===== src/rtl/rv32_hazard_unit.sv =====
// Hazard detection and operand forwarding for the rv32 in-order pipeline.
// Optional stall/forward statistics counters are enabled by defining RV32_HAZARD_STATS_EN.
module rv32_hazard_unit #(
  parameter int XLEN       = 32,
  parameter int DEPTH      = 3,
  parameter int LOAD_STAGE = 2
) (
  input  logic                  clk,
  input  logic                  reset_n,
  input  logic                  issue_valid_in,
  input  logic                  flush_in,
  input  logic [4:0]            rs1_in,
  input  logic [4:0]            rs2_in,
  input  logic                  rs1_used_in,
  input  logic                  rs2_used_in,
  input  logic [4:0]            rd_in,
  input  logic                  rd_writeback_in,
  input  logic                  mem_read_en_in,
  input  logic [XLEN-1:0]       rs1_value_in,
  input  logic [XLEN-1:0]       rs2_value_in,
  input  logic [DEPTH*XLEN-1:0] stage_result_in,
  output logic                  stall_out,
  output logic [XLEN-1:0]       rs1_value_out,
  output logic [XLEN-1:0]       rs2_value_out,
  output logic                  rs1_fwd_out,
  output logic                  rs2_fwd_out,
`ifdef RV32_HAZARD_STATS_EN
  output logic [31:0]           stall_count_out,
  output logic [31:0]           fwd_count_out,
`endif
  output logic [DEPTH-1:0]      slot_valid_out
);

  logic [DEPTH-1:0]      valid_q, valid_d;
  logic [DEPTH-1:0]      wb_q, wb_d;
  logic [DEPTH-1:0]      load_q, load_d;
  logic [DEPTH-1:0][4:0] rd_q, rd_d;

  logic            accept_s;
  logic            rs1_hit_s, rs1_haz_s, rs2_hit_s, rs2_haz_s;
  logic [XLEN-1:0] rs1_fwd_val_s, rs2_fwd_val_s;

  // Scan oldest to youngest so the youngest matching slot overrides; returns {hit, load_hazard, value}.
  function automatic logic [XLEN+1:0] resolve(
    input logic [4:0]            rs,
    input logic                  used,
    input logic [DEPTH-1:0]      valid,
    input logic [DEPTH-1:0]      wb,
    input logic [DEPTH-1:0]      load,
    input logic [DEPTH-1:0][4:0] rd,
    input logic [DEPTH*XLEN-1:0] results
  );
    logic [XLEN+1:0] res;
    res = {1'b0, 1'b0, {XLEN{1'b0}}};
    for (int i = DEPTH - 1; i >= 0; i--) begin
      if (valid[i] && wb[i] && (rd[i] == rs) && (rs != 5'd0) && used) begin
        res = {1'b1, (load[i] && (i < LOAD_STAGE)), results[i*XLEN +: XLEN]};
      end else begin
        res = res;
      end
    end
    return res;
  endfunction

  // Operand lookup against the shadow pipeline.
  always_comb begin
    {rs1_hit_s, rs1_haz_s, rs1_fwd_val_s} =
      resolve(rs1_in, rs1_used_in, valid_q, wb_q, load_q, rd_q, stage_result_in);
    {rs2_hit_s, rs2_haz_s, rs2_fwd_val_s} =
      resolve(rs2_in, rs2_used_in, valid_q, wb_q, load_q, rd_q, stage_result_in);
  end

  // Operand selection and stall generation.
  always_comb begin
    stall_out     = 1'b0;
    rs1_value_out = rs1_value_in;
    rs2_value_out = rs2_value_in;
    rs1_fwd_out   = 1'b0;
    rs2_fwd_out   = 1'b0;
    if (issue_valid_in) begin
      stall_out = (rs1_hit_s && rs1_haz_s) || (rs2_hit_s && rs2_haz_s);
      if (rs1_hit_s && !rs1_haz_s) begin
        rs1_value_out = rs1_fwd_val_s;
        rs1_fwd_out   = 1'b1;
      end else begin
        rs1_value_out = rs1_value_in;
        rs1_fwd_out   = 1'b0;
      end
      if (rs2_hit_s && !rs2_haz_s) begin
        rs2_value_out = rs2_fwd_val_s;
        rs2_fwd_out   = 1'b1;
      end else begin
        rs2_value_out = rs2_value_in;
        rs2_fwd_out   = 1'b0;
      end
    end else begin
      stall_out = 1'b0;
    end
  end

  // Shadow pipeline advance; a stall or flush injects a bubble while older slots keep moving.
  always_comb begin
    accept_s = issue_valid_in && !stall_out && !flush_in;
    valid_d  = {valid_q[DEPTH-2:0], accept_s};
    wb_d     = {wb_q[DEPTH-2:0], rd_writeback_in};
    load_d   = {load_q[DEPTH-2:0], mem_read_en_in};
    rd_d     = {rd_q[DEPTH-2:0], rd_in};
  end

  // Shadow pipeline registers.
  always_ff @(posedge clk or negedge reset_n) begin
    if (!reset_n) begin
      valid_q <= {DEPTH{1'b0}};
      wb_q    <= {DEPTH{1'b0}};
      load_q  <= {DEPTH{1'b0}};
      rd_q    <= {(DEPTH*5){1'b0}};
    end else begin
      valid_q <= valid_d;
      wb_q    <= wb_d;
      load_q  <= load_d;
      rd_q    <= rd_d;
    end
  end

  assign slot_valid_out = valid_q;

`ifdef RV32_HAZARD_STATS_EN
  logic [31:0] stall_count_q, stall_count_d;
  logic [31:0] fwd_count_q, fwd_count_d;

  // Saturating statistics counters.
  always_comb begin
    if (stall_out && (stall_count_q != 32'hFFFF_FFFF)) begin
      stall_count_d = stall_count_q + 32'd1;
    end else begin
      stall_count_d = stall_count_q;
    end
    if (accept_s && (rs1_fwd_out || rs2_fwd_out) && (fwd_count_q != 32'hFFFF_FFFF)) begin
      fwd_count_d = fwd_count_q + 32'd1;
    end else begin
      fwd_count_d = fwd_count_q;
    end
  end

  // Statistics registers.
  always_ff @(posedge clk or negedge reset_n) begin
    if (!reset_n) begin
      stall_count_q <= 32'd0;
      fwd_count_q   <= 32'd0;
    end else begin
      stall_count_q <= stall_count_d;
      fwd_count_q   <= fwd_count_d;
    end
  end

  assign stall_count_out = stall_count_q;
  assign fwd_count_out   = fwd_count_q;
`endif

endmodule


===== config.mk =====
export PLATFORM = sky130hd
export DESIGN_NAME = rv32_hazard_unit
export DESIGN_NICKNAME = d
export VERILOG_FILES = /design/src/rtl/rv32_hazard_unit.sv
export SDC_FILE = /design/constraint.sdc
export NUM_CORES = 1
export LEC_CHECK = 0
export ABC_AREA = 1
export BUFFER_PORTS_ARGS = -buffer_cell sky130_fd_sc_hd__clkbuf_2
export CAP_MARGIN = 5
export CORE_MARGIN = 8
export CORE_UTILIZATION = 44
export DETAILED_ROUTE_END_ITERATION = 10
export PLACE_DENSITY = 0.82
export SETUP_SLACK_MARGIN = 0.1
export SLEW_MARGIN = 20
export SYNTH_ARGS = -nofsm -noshare
export SYNTH_HDL_FRONTEND = slang
export SYNTH_SLANG_ARGS = --single-unit

===== constraint.sdc =====
create_clock -name clk -period 2 [get_ports clk]
set_clock_uncertainty 0.15 [all_clocks]
set_input_delay 0.2 -clock clk [delete_from_list [all_inputs] [get_ports clk]]
set_output_delay 0.2 -clock clk [all_outputs]
set_load 0.005 [all_outputs]

; ---- After elaboration in Yosys (flattened, before gate mapping)
; Index checks and enable logic that the tools add are counted.
[op_classes]
eq_ne = 6
n_mux = 15
reduce_logical = 34
[op_table]
columns = operator, n
row1 = 2-to-1 mux 34 bit, 6
row2 = 2-to-1 mux 32 bit, 4
row3 = == test 5 bit, 6
row4 = logical AND 1 bit, 27
row5 = nonzero test 5 bit, 2
row6 = 2-to-1 mux 1 bit, 5
row7 = zero test 1 bit, 4
row8 = logical OR 1 bit, 1
[totals]
regBits = 23
input_bits = 183
output_inout_bits = 70
wordCells = 61

; ---- Logic depth before layout (Yosys ltp)
; Gate-level depths: netlist of the first run.
[depth]
word_depth = 13
mapped_depth = 14
ltp_nobuf = 13

; ---- Least setup slack after synthesis of the first run
; No wires, ideal clock.
[synth_path]
path_kind = register to output
start = reg rd_q, in the netlist rd_d[11]
end = out rs2_value_out[22]
arrival_ps = 1442
required_ps = 1650
setup_slack_ps = 208
stages_incl_launch_ff = 13
n_path_buf = 1
cell_sequence = dfrtp_1 > inv_1 > nand2_1 > nand2_1 > nor2_1 > nand2_1 > inv_1 > nand2_2 > nand3_2 > nand2_2 > clkbuf_1 > o21ai_0 > nand2_1
[synth_via]
elab_chain_cells = 10
[synth_lines]
columns = item, line
row1 = "start, declared", 37  ; logic [DEPTH-1:0][4:0] rd_q, rd_d;
row2 = "start signal, assigned", 116  ; rd_q <= {(DEPTH*5){1'b0}};
row3 = "start signal, assigned", 121  ; rd_q <= rd_d;
row4 = == test 5 bit *, 56  ; if (valid[i] && wb[i] && (rd[i] == rs) && (rs != 5'd0) && used) begin
row5 = logical AND 1 bit * (3 in a row), 56
row6 = 2-to-1 mux 34 bit * (2 in a row), 56
row7 = zero test 1 bit, 89  ; if (rs2_hit_s && !rs2_haz_s) begin
row8 = logical AND 1 bit, 89
row9 = 2-to-1 mux 32 bit *, 89
row10 = 2-to-1 mux 32 bit *, 80  ; if (issue_valid_in) begin
row11 = "end, declared", 24  ; output logic [XLEN-1:0] rs2_value_out,
; Mark *: on every way between the ends. The rest lies on a longest branch, timed or not.

; ---- Worst setup path in the final report of the first run
[layout_path]
start = reg rd_q[14] (netlist bit)
end = out rs1_value_out[0]
[layout_via]
elab_chain_cells = 10
[layout_lines]
columns = item, line
row1 = == test 5 bit *, 56
row2 = logical AND 1 bit * (3 in a row), 56
row3 = 2-to-1 mux 34 bit * (3 in a row), 56
row4 = logical AND 1 bit, 82  ; if (rs1_hit_s && !rs1_haz_s) begin
row5 = 2-to-1 mux 32 bit *, 82
row6 = 2-to-1 mux 32 bit *, 80
row7 = "end, declared", 23  ; output logic [XLEN-1:0] rs1_value_out,
; Marked as above.

==> flow_summary.toml, run 1 <==
[outcome]
status = "complete, but fails checks"
violations = "setup timing"

[global_route]
grt_util_all_layers = 0.311
grt_antenna_before_repair = 0
first_global_vias = 6205
grt_pass1_wl_um = 32300
grt_max_degree = 33
globalRoute.totalOverflow = 0

[worst_setup_path]
cp-end-kind = "output port"
critPathSlowestCell = "dfrtp_1"
cpPeakStageDelay_ns = 0.43
cp_top_family = "simple AND/OR/NAND/NOR gates"
cp_data_arrival_time_ns = 2.21
critPathBufInv = 3
ff2ff_path_depth = 11
crit_cells = 12
crit_type = "register to output port"
path_cells = "xnor2_2 -> nand2_1 -> nor2_2 -> nand2_1 -> nand3_2 -> nand2_2 -> nor2_4 -> buf_6 -> clkbuf_16 -> nand3_2 -> nand2_1 -> clkbuf_2"
required_ns = 1.65
start_kind = "register"
critical_path_peak_fanout = 5
crit_path_frequent_cell = "nand2_1"

[sta]
finalMaxSlewViolations = 0
worst_pin_slew_ns = 0.584
layout_min_cycle_time_ns = 2.56
finalHoldViolations = 0
relSlewSlack = 0.611
period_share = 1.28
setup_ws_ns = -0.556
setup_viol = 67
rsz0062_at_grt = "true"
max_freq_mhz = 391

[logic_synthesis]
synth_edf_count = 0
synth.net_count = 987
ys_ff_latch = 23
seq_area_frac_synth = 0.144
syn_area_per_cell_um2 = 4.98
synth.distinct_cells = 27
syn_area_um2 = 4010
synthArstFlopShare = 1.00
yosysWarnings = 0
synth-main-ff-cell = "dfrtp_1"
syn_inst = 804

[floorplan]
dieArea_um2 = 12400
die_h_um = 111
die_w_um = 111
core-area_um2 = 9020
io_pins = 253
start_util = 0.444
std_cell_rows = 35

[route]
drtAntennaViolNets = 0
wire_per_inst_um = 17.4
drc_errors = 0
drt_wl_total_um = 21200
vias_per_cell = 5.33
drtPass1Iterations = 5
vias = 6470
drtIter0Drc = 619

[finish]
final_cells = 1214
utilization = 0.753
layout_common_cells = "nand2_1, clkbuf_2, nand3_1"
n_antenna_cell = 0
fillers = 714
nets = 1287
areaGrowthSynthToFinish_pct = 69.6
final-seq-area_um2 = 576
layout-drive-gt1-share = 0.408
multi_input_area_um2 = 3340
final_common_cell = "nand2_1"

[worst_hold_path]
min_delay_path_depth = 3
hold_class = "primary input to register"

[clock_tree]
root_buffer = "clkbuf_8"
cts_num_sinks = 23
cts-buffers-inserted = 3
clockBufferDepth = 2
insertion_delay_ns = 0.27
cts_tree = "yes"
clk_pin_slew_ns = 0.09
h-tree-depth = 1

[power_and_ir_drop]
power.density_nw_per_um2 = 214
irDropWorstVdd_v = 0.000465
p_leak_nw = 3.97

[run]
cap_violations = 0

[placement]
place_ws_ns = -0.147
placed_cells = 1165
io_buffers = 252
place.gp.congestion = 0.932
dp_hpwl_um = 14400
==> logic make-up after synthesis <==
kind of cell    synth area share
xor+xnor                  0.0131
buf+inv                    0.122
compound gates            0.0481
simple gates               0.673
flops                      0.144
==> per-stage QoR <==
stage | hold slack [ns] | instance area [um2] | TNS, ns | power (mW)
finish | 0.215 | 6790 | -34.25 | 1.45
global route | 0.209 | 6790 | -42.62 | 1.53
CTS | 0.214 | 6450 | -26.22 | 1.41
detailed placement | 0.0677 | 5630 | -5.85 | 1.07
global placement | 0.0634 | 5630 | -4.57 | 1.07
floorplan | -0.246 | 4010 | 0 | 0.709
==> area by class of cell <==
cell class,count,share of cell area
Sequential cell,23,0.0847
Tap cell,111,0.0204
Inverter,66,0.0365
Clock buffer,3,0.00608
Timing Repair Buffer,341,0.360
Clock inverter,1,0.00111
Multi-Input combinational cell,669,0.491
==> what timing repair did <==
item	4_1_cts	5_1_grt
endpoints found under the hold margin	31	0
setup endpoints to repair	67	68
pin swaps	34	35
hold buffers	9	0
setup buffers	22	3
gates cloned	8	3
gates resized for setup	80	77
==> Yosys cell counts, types with 4 or more instances <==
cell type	n	share of area
nand3_2	4	0.010
or2_2	4	0.0062
nor2_4	5	0.014
o21ai_1	4	0.0050
nor2_1	23	0.022
a21oi_1	5	0.0062
nand4_1	4	0.0062
or2_0	27	0.042
nand2_1	415	0.39
xnor2_1	6	0.013
inv_1	53	0.050
nand2_2	7	0.011
buf_4	5	0.0094
o21ai_0	28	0.035
buf_2	21	0.026
dfrtp_1	23	0.14
inv_2	12	0.011
nand3_1	132	0.16
clkbuf_1	13	0.012
==> worst min-delay path: cells and delay by family <==
family,cells,cell delay (ns)
buffers and inverters,1,0.16
AND/OR/NAND/NOR,2,0.26
==> layer usage <==
metal | GRT usage | wire length, um
met1 | 0.374 | 8080
met2 | 0.542 | 10300
met3 | 0.0570 | 2000
met4 | 0.109 | 821
met5 | 0 | 0
==> where the power goes <==
group / leakage, nW / switching, mW / internal (mW)
logic: 3.68 / 0.322 / 0.318
registers: 0.272 / 0.0237 / 0.488
clock network: 0.0217 / 0.160 / 0.141
==> state kept, by name (all words and copies together) (netlist names) <==
| register | cells |
|---|---|
| load_q | 2 |
| wb_q | 3 |
| slot_valid_out | 3 |
| rd_q | 5 |
| rd_d | 10 |
==> worst paths after layout <==
kind | startpoint | to | slack, ns
max | rd_q[14]$_DFF_PN0_ | rs1_value_out[0] | -0.56
min | issue_valid_in | slot_valid_out[0]$_DFF_PN0_ | 0.22
max reg2reg | slot_valid_out[0]$_DFF_PN0_ | slot_valid_out[0]$_DFF_PN0_ | 0.19
min reg2reg | wb_q[1]$_DFF_PN0_ | wb_q[2]$_DFF_PN0_ | 0.25
max in group asynchronous | reset_n | load_q[1]$_DFF_PN0_ | 1.01
min in group asynchronous | reset_n | rd_d[12]$_DFF_PN0_ | 0.30
(Power assumes the default switching activity.)
==> run 2: changes to the inputs <==
--- a/config.mk
+++ b/config.mk
@@ -11,7 +11,7 @@
 export CORE_MARGIN = 8
 export CORE_UTILIZATION = 44
 export DETAILED_ROUTE_END_ITERATION = 10
-export PLACE_DENSITY = 0.82
+export PLACE_DENSITY_LB_ADDON = 0.05
 export SETUP_SLACK_MARGIN = 0.1
 export SLEW_MARGIN = 20
 export SYNTH_ARGS = -nofsm -noshare
==> run 2 against run 1 <==
  * The run still ends with setup timing left
  * Die area unchanged
  * Combinational power down 5.5%
  * Fmax increased by 1.0%
  * Count of clock-buffer cells in the layout did not move
  * Sequential power about the same
  * Clock power barely moved
  * Hold slack worse by 0.023 ns
  * Core utilization down 5.5 points
  * First-iteration DRC count fell by 31%
  * Wire length fell by 13%
  * Sequential cell count unchanged
==> flow_summary.toml, run 2 (synthesized netlist as in run 1, its figures left out) <==
[worst_setup_path]
path_cells = "nand2_2 -> nor2_2 -> inv_1 -> nor2_1 -> nand2_2 -> inv_1 -> nand2_2 -> nand3_2 -> nand2_4 -> nor2_4 -> buf_6 -> buf_12 -> nand2_2 -> nand2_1 -> buf_2"
required_ns = 1.65
start_kind = "register"
r2r-end = "slot_valid_out[0]$_DFF_PN0_"
critical_path_peak_fanout = 6
reg2reg_from = "rd_d[6]$_DFF_PN0_"
crit_path_frequent_cell = "nand2_2"
cpPeakStageDelay_ns = 0.37
cp-end-kind = "output port"
critPathSlowestCell = "dfrtp_1"
regToRegSetupSlack_ns = 0.14
cp_data_arrival_time_ns = 2.18
ff2ff_path_depth = 12
crit_type = "register to output port"

[route]
drtPass1Iterations = 5
drc_errors = 0
drt_wl_total_um = 18400
vias_per_cell = 5.06
drtIter0Drc = 425
drtAntennaViolNets = 0
vias = 6101
wire_per_inst_um = 15.3

[finish]
utilization = 0.698
largest_reg_flops = 10
layout_common_cells = "nand2_1, clkbuf_2, nand3_1"
nets = 1278
final_cells = 1205
final_common_cell = "nand2_1"
areaGrowthSynthToFinish_pct = 57.2
stdcell_area_um2 = 6300
fillers = 912
n_antenna_cell = 0
layout-drive-gt1-share = 0.378

[floorplan]
core-area_um2 = 9020
start_util = 0.444
io_pins = 253
std_cell_rows = 35
die_w_um = 111
dieArea_um2 = 12400
die_h_um = 111

[sta]
finalHoldViolations = 0
max_freq_mhz = 395
finalMaxSlewViolations = 0
rsz0062_at_grt = "true"
setup_viol = 67
relSlewSlack = 0.610
setup_ws_ns = -0.531
hold_ws_ns = 0.193
layout_min_cycle_time_ns = 2.53
period_share = 1.27
worst_pin_slew_ns = 0.585

[power_and_ir_drop]
power.density_nw_per_um2 = 225
irDropWorstVdd_v = 0.000511
p_leak_nw = 3.95

[clock_tree]
h-tree-depth = 1
root_buffer = "clkbuf_8"
cts_tree = "yes"
insertion_delay_ns = 0.27
cts_num_sinks = 23
cts-buffers-inserted = 3
clk_pin_slew_ns = 0.08
clockBufferDepth = 2

[global_route]
grt_antenna_before_repair = 0
grt_pass1_wl_um = 28800
grt_max_degree = 29
first_global_vias = 5651
grt_util_all_layers = 0.272
globalRoute.totalOverflow = 0

[placement]
placed_cells = 1169
dp_hpwl_um = 14100
place.gp.congestion = 0.882
io_buffers = 252
dpl_cell_area_um2 = 5640

[run]
cap_violations = 0

[worst_hold_path]
hold_class = "primary input to register"
min_delay_path_depth = 3
hold_start = "issue_valid_in"
min_to = "slot_valid_out[0]$_DFF_PN0_"

[outcome]
violations = "setup timing"
status = "complete, but fails checks"
-- run 2: layout make-up --
cell class / count / area, um2 / share of cell area
clock buffer: 3 / 41.3 / 0.00656
inverter: 66 / 250 / 0.0397
timing repair buffer: 332 / 2140 / 0.340
clock inverter: 1 / 7.51 / 0.00119
tap: 111 / 139 / 0.0221
multi-input combinational: 669 / 3140 / 0.499
sequential: 23 / 576 / 0.0914
-- run 2: worst max path at each step --
stage,start,to,cells after the start
3_5_place_dp,rs1_in[2],rs1_value_out[31],14
6_report,slot_valid_out[1]$_DFF_PN0_,rs2_value_out[16],15
3_3_place_gp,rd_d[11]$_DFF_PN0_,rs2_value_out[3],14
5_1_grt,rd_d[6]$_DFF_PN0_,rs2_value_out[16],14
2_1_floorplan,rd_d[11]$_DFF_PN0_,rs2_value_out[22],12
4_1_cts,rd_d[6]$_DFF_PN0_,rs2_value_out[10],14
-- run 2: where the power goes --
group          leakage [nW]  switching [mW]  total (mW)  internal (mW)
logic                  3.66           0.302       0.605          0.303
clock network        0.0217           0.157       0.298          0.141
registers             0.272          0.0236       0.512          0.488
total                  3.95           0.483        1.42          0.933
-- run 2: repair_timing --
item,in CTS,in global routing
endpoints found under the hold margin,31,0
pin swaps,8,26
hold buffers,9,0
buffers inserted,14,4
setup endpoints to repair,67,68
resized for setup,24,82
gates cloned,2,3
-- run 2: worst max-delay path, delay by kind of cell (launching register included) --
family        cells  cell delay [ns]
buf+inv           5             0.52
simple gates     10             1.01
flops             1             0.37
-- run 2: metal layers --
layer | GRT usage | vias to the layer above | part of all wire
li1 | - | 3077 | -
met1 | 0.350 | 2718 | 0.42
met2 | 0.479 | 288 | 0.49
met3 | 0.0430 | 18 | 0.073
met4 | 0.0267 | 0 | 0.011
met5 | 0 | - | 0
-- run 2: per-stage QoR --
step	worst slack (ns)	setup TNS [ns]	power, mW
2_1_floorplan	0.208	0	0.709
3_3_place_gp	-0.116	-4.43	1.06
3_5_place_dp	-0.140	-6.34	1.07
4_1_cts	-0.413	-24.79	1.39
5_1_grt	-0.695	-40.46	1.50
6_report	-0.531	-29.86	1.42
